$ cat src/rtl/abc_sweep_pkg.sv
// abc_sweep_pkg: shared types and helpers for the truth-table sweep.
// Holds the FSM state enum, vector type and lowest-set-bit helper.
package abc_sweep_pkg;

  localparam int NUM_VEC = 8;

  typedef logic [2:0] vec_t;

  typedef enum logic [1:0] {
    ST_IDLE,
    ST_SETTLE,
    ST_SAMPLE,
    ST_DONE
  } state_t;

  // Index of the lowest set bit; 0 when v is all zero.
  function automatic vec_t lowest_set(input logic [NUM_VEC-1:0] v);
    vec_t r;
    r = '0;
    for (int i = NUM_VEC - 1; i >= 0; i--) begin
      if (v[i]) r = vec_t'(i);
    end
    return r;
  endfunction

endpackage

$ cat src/rtl/abc_sweep_ctrl_settle_timer.sv
// settle_timer: counts SETTLE cycles while i_clear is low.
// Ports: clk, reset_n, i_clear (hold count at 0), o_expire (pulse).
module settle_timer #(
  parameter int SETTLE = 2
) (
  input  logic clk,
  input  logic reset_n,
  input  logic i_clear,
  output logic o_expire
);

  localparam logic [3:0] LAST = 4'(SETTLE - 1);

  logic [3:0] r_cnt;
  logic       w_expire;

  // Fires in the SETTLE-th cycle after i_clear drops.
  assign w_expire = !i_clear && (r_cnt == LAST);
  assign o_expire = w_expire;

  always_ff @(posedge clk or negedge reset_n) begin
    if (!reset_n) begin
      r_cnt <= '0;
    end else if (i_clear || w_expire) begin
      r_cnt <= '0;
    end else begin
      r_cnt <= r_cnt + 4'd1;
    end
  end

endmodule

$ cat src/rtl/abc_sweep_ctrl.sv
// abc_sweep_ctrl: drives {a,b,c}=0..7 into a FUT, samples y per vector,
// compares the captured table against a latched expected mask.
// Ports: clk, reset_n; i_start, i_abort, i_expected[7:0], i_y in;
//        o_a/o_b/o_c, o_busy, o_done, o_table, o_mismatch, o_pass,
//        o_first_fail[2:0], o_fail_valid out.
module abc_sweep_ctrl
  import abc_sweep_pkg::*;
#(
  parameter int SETTLE = 2
) (
  input  logic               clk,
  input  logic               reset_n,
  input  logic               i_start,
  input  logic               i_abort,
  input  logic [NUM_VEC-1:0] i_expected,
  input  logic               i_y,
  output logic               o_a,
  output logic               o_b,
  output logic               o_c,
  output logic               o_busy,
  output logic               o_done,
  output logic [NUM_VEC-1:0] o_table,
  output logic [NUM_VEC-1:0] o_mismatch,
  output logic               o_pass,
  output vec_t               o_first_fail,
  output logic               o_fail_valid
);

  state_t             r_state;
  vec_t               r_idx;
  logic [NUM_VEC-1:0] r_exp;
  logic [NUM_VEC-1:0] r_table;
  logic [NUM_VEC-1:0] r_mm;
  logic               r_busy;
  logic               r_done;
  logic               r_pass;
  vec_t               r_ff;
  logic               r_fv;

  logic               w_clear;
  logic               w_expire;
  logic [NUM_VEC-1:0] w_table;
  logic [NUM_VEC-1:0] w_mm;

  assign w_clear = (r_state != ST_SETTLE);

  settle_timer #(
    .SETTLE (SETTLE)
  ) u_timer (
    .clk      (clk),
    .reset_n  (reset_n),
    .i_clear  (w_clear),
    .o_expire (w_expire)
  );

  // Table including the bit captured on this edge, so the final
  // compare sees vector 7 without an extra cycle.
  always_comb begin
    w_table        = r_table;
    w_table[r_idx] = i_y;
  end

  assign w_mm = w_table ^ r_exp;

  always_ff @(posedge clk or negedge reset_n) begin
    if (!reset_n) begin
      r_state <= ST_IDLE;
      r_idx   <= '0;
      r_exp   <= '0;
      r_table <= '0;
      r_mm    <= '0;
      r_busy  <= 1'b0;
      r_done  <= 1'b0;
      r_pass  <= 1'b0;
      r_ff    <= '0;
      r_fv    <= 1'b0;
    end else begin
      r_done <= 1'b0;
      if (r_state != ST_IDLE && i_abort) begin
        r_state <= ST_IDLE;
        r_idx   <= '0;
        r_busy  <= 1'b0;
        r_pass  <= 1'b0;
        r_fv    <= 1'b0;
      end else begin
        unique case (r_state)
          ST_IDLE: begin
            if (i_start && !i_abort) begin
              r_state <= ST_SETTLE;
              r_idx   <= '0;
              r_exp   <= i_expected;
              r_table <= '0;
              r_mm    <= '0;
              r_busy  <= 1'b1;
              r_pass  <= 1'b0;
              r_ff    <= '0;
              r_fv    <= 1'b0;
            end
          end
          ST_SETTLE: begin
            if (w_expire) r_state <= ST_SAMPLE;
          end
          ST_SAMPLE: begin
            r_table <= w_table;
            if (r_idx == vec_t'(NUM_VEC - 1)) begin
              r_state <= ST_DONE;
              r_done  <= 1'b1;
              r_mm    <= w_mm;
              r_pass  <= (w_mm == '0);
              r_ff    <= lowest_set(w_mm);
              r_fv    <= |w_mm;
            end else begin
              r_idx   <= r_idx + 3'd1;
              r_state <= ST_SETTLE;
            end
          end
          ST_DONE: begin
            r_state <= ST_IDLE;
            r_idx   <= '0;
            r_busy  <= 1'b0;
          end
          default: begin
            r_state <= ST_IDLE;
            r_busy  <= 1'b0;
          end
        endcase
      end
    end
  end

  assign o_a          = r_idx[2];
  assign o_b          = r_idx[1];
  assign o_c          = r_idx[0];
  assign o_busy       = r_busy;
  assign o_done       = r_done;
  assign o_table      = r_table;
  assign o_mismatch   = r_mm;
  assign o_pass       = r_pass;
  assign o_first_fail = r_ff;
  assign o_fail_valid = r_fv;

endmodule

$ cat config.mk
export PLATFORM = sky130hd
export DESIGN_NAME = abc_sweep_ctrl
export DESIGN_NICKNAME = d
export VERILOG_FILES = /design/src/rtl/abc_sweep_pkg.sv /design/src/rtl/abc_sweep_ctrl_settle_timer.sv /design/src/rtl/abc_sweep_ctrl.sv
export SDC_FILE = /design/constraint.sdc
export NUM_CORES = 1
export LEC_CHECK = 0
export ABC_AREA = 1
export ABC_CLOCK_PERIOD_IN_PS = 1600
export CAP_MARGIN = 30
export CORE_MARGIN = 8
export CORE_UTILIZATION = 35
export DETAILED_ROUTE_END_ITERATION = 12
export PLACE_DENSITY = 0.71
export SYNTH_ARGS = -nofsm -noshare
export SYNTH_HDL_FRONTEND = slang
export SYNTH_HIERARCHICAL = 1
export SYNTH_SLANG_ARGS = --single-unit
$ cat constraint.sdc
create_clock -name clk -period 1.6 [get_ports clk]
set_clock_uncertainty 0.1 [all_clocks]
set_input_delay 0.48 -clock clk [delete_from_list [all_inputs] [get_ports clk]]
set_output_delay 0.48 -clock clk [all_outputs]
set_load 0.02 [all_outputs]
==> results of run 1 <==
==> logic make-up (layout without fill, tap and decap cells) <==
kind of cell             after synthesis  count (layout)  synth area share
AO/OA/AOI/OAI                         32              32            0.0931
XOR/XNOR                               6               6            0.0441
adder cells (fa/ha/maj)                4               4            0.0245
buffers and inverters                 34             115            0.0784
flip-flops                            40              40             0.490
AND/OR/NAND/NOR                      125             125             0.270
==> Yosys cell counts, types with 3 or more instances <==
master and number:
o21ai_2 5, nand2_1 72, xor2_2 5, o21ai_1 3
ha_1 4, nand2_2 5, o22ai_1 6, nor2_1 14
o21ai_0 16, nor2_2 5, nand3_1 17, inv_1 25
inv_2 3, dfrtp_1 40, nand4_1 7
==> stage by stage <==
step / utilization / hold slack [ns] / total power [mW] / worst slack (ns) / TNS (ns)
detailed placement: 0.469 / 0.367 / 2.66 / -0.533 / -11.48
floorplan: - / 0.0844 / 2.12 / -0.0416 / -0.126
finish: 0.529 / 0.0370 / 3.70 / -0.100 / -0.565
global route: 0.529 / 0.0489 / 3.95 / -0.225 / -1.78
CTS: 0.513 / 0.0485 / 3.59 / -0.134 / -0.633
global placement: 0.469 / 0.366 / 2.62 / -0.489 / -10.93
==> worst max path at each step <==
stage,from,endpoint,slack [ns],cells after the start
finish,r_idx[1],o_fail_valid,-0.1,10
global route,r_idx[1],o_fail_valid,-0.22,10
CTS,r_idx[1],o_fail_valid,-0.13,10
detailed placement,i_y,o_fail_valid,-0.53,9
global placement,i_y,o_fail_valid,-0.49,9
floorplan,r_idx[1],o_fail_valid,-0.04,10
==> power breakdown <==
part | switching (mW) | total [mW] | internal (mW)
combinational | 0.843 | 1.48 | 0.640
sequential | 0.156 | 1.34 | 1.18
clock | 0.364 | 0.874 | 0.510
==> state kept, by name, indices dropped and copies added, names as in the netlist <==
name	count
o_mismatch	8
o_first_fail	3
r_state	2
o_table	8
o_busy	1
o_done	1
o_pass	1
o_fail_valid	1
r_exp	8
r_idx	3
u_timer/r_cnt	4
==> cell type report <==
type                    count  area (µm²)  area share
repair inverters            1        7.51     0.00245
inverters                  29         128      0.0417
multi-input cells         167        1030       0.337
repair buffers             77         674       0.220
clock buffers               6        82.6      0.0270
well taps                  75        93.8      0.0307
flip-flops and latches     40        1000       0.328
clock inverters             2        38.8      0.0127
==> per-layer routing <==
metal  GRT usage  up-vias
li1            -      932
met1       0.144      891
met2       0.234       29
met3      0.0275        7
met4      0.0443        0
met5           0        -
==> what timing repair did <==
item / in CTS / in global routing
pin swaps: 17 / 12
gates resized for setup: 74 / 44
endpoints found under the setup margin: 51 / 49
gates cloned: 1 / 1
buffers inserted: 6 / 4
==> worst max-delay path: stages, from the launching register on <==
cell	delay (ns)
dfrtp_2	0.44
buf_6	0.16
nor2_4	0.12
nand2_2	0.08
o21ai_4	0.18
xor2_2	0.18
nand2_1	0.09
nor2_2	0.09
nand2_2	0.06
nand2_1	0.06
nand2_1	0.04
==> impl_results.md, run 1 <==
- Commonest register cell after synthesis: dfrtp_1
- DR WL/cell: 13.5 µm
- Pleak: roughly 1.5 nW
- Num rows: 28
- FF+latch count, synth: 40
- Mapped Area: around 2000 µm²
- Placed Area: 2710 µm²
- R2R depth: 10
- MaxCap Viol Count: 0
- Starting Density: 0.353
- Ys Warns: 6
- Post-synth EDFFs: 0
- Pwr Density: around 1200 nW/µm²
- Antenna viol nets, final: 0
- Final instance area: 3060 µm²
- Largest buffer count on any clock path: 2
- Clk root buf: clkbuf_8
- Hold-fix buffers, CTS: 0
- Io pins: 39
- Yosys top cell area share: 0.490
- CTS sink count: 40
- Detail Placement HPWL: 3.73 mm
- Worst Tran Pin Value: 0.290 ns
- Post-Syn Nets: about 260
- Routability cong.: between 0.8 and 0.9
- Non-filler cells, final: ~400
- Layout Area Growth over Synthesis: 49.8%
- DR WL met3: roughly 210 µm
- RSZ-0062 raised after global routing: yes
- Vias in the first global route: between 1500 and 2000
- Post-DR vias/cell: ~4.7
- Worst Setup End Kind: flip-flop
- Area of the die: approximately 8500 µm²
- WL met2: 2.73 mm
- Reg2Reg Launch Point: r_idx[1]
- R2R setup slack: -0.1 ns
- Nets@finish: between 300 and 400
- Final worst-path cycle share: 1.06
- Die height: approximately 92 µm
- Critical Path AT: 1.80 ns
- Via Count: between 1500 and 2000
- Final Hold Violating Endpoints: 0
- Worst-path fanout max: 8
- Asr flop ratio synth: 1.00
- Post-route DRC: 0
- CTS tree: yes
- Startpoint types: flip-flop
- Highest routed layer: met4
- Worst-Skew Late Latency: around 0.3 ns
- Port-buffer cells: 38
- GRT overflow: 0
- DRT met1 WL: ~2.4 mm
- Initial antenna violation count: 0
- Aggregate routed wire length: about 5.4 mm
- Reg-to-Reg End: o_fail_valid
- Largest area contributor in the netlist: dfrtp_1
- Setup-failing EPs final: 8
- H-Tree Depth: 2
- Status: finished with violations
- Register area share after synthesis: 0.490
- Max-slew violation count: 0
- First DRT Iteration DRCs: 74
- First-pass GRT wire length: 8.85 mm
- Max-slew headroom at the worst pin: 0.806
- Final min period: ~1.7 ns
- Antenna diode count: 0
- Worst path required time: 1.70 ns
- All-Layer GR Usage: 0.128
- Most common cell after layout, fill and taps aside: nand2_1
- Pin count of the biggest net entering global routing: 41
- Post-synth cell types: 27
- Die Wd: a little over 90 µm
- First-pass iteration count of the detailed router: 4
- CTS buffer count: 5
- Layout cells sized above 1: 0.348
- Crit Path Class: flip-flop to flip-flop
- Synth Instances: 241
- Worst hold path class: primary input to asynchronous set/reset pin
- Achievable Freq: ~590 MHz
- Most frequent cells in the layout: nand2_1, dfrtp_1, buf_4
- Clk pin slew, worst setup/hold paths: 0.08 ns
- Violated checks: setup timing
- Synth top area cells: dfrtp_1, nand2_1, inv_1, nand3_1, xor2_2
- Fin worst setup slack: -0.100 ns
- Filler Cell Count: 540
- Synthesized area per cell: 8.48 µm²
- Cell total after placement: 377
- Area of the core: about 5800 µm²
- Peak supply drop: about 0.50 mV
Note: power is estimated with default switching activity, not from simulation.
==> inputs of run 2 (changes only) <==
- CAP_MARGIN: 30 -> unset
==> results of run 2 <==
The final DEF is identical to that of run 1; final timing and power are the same.
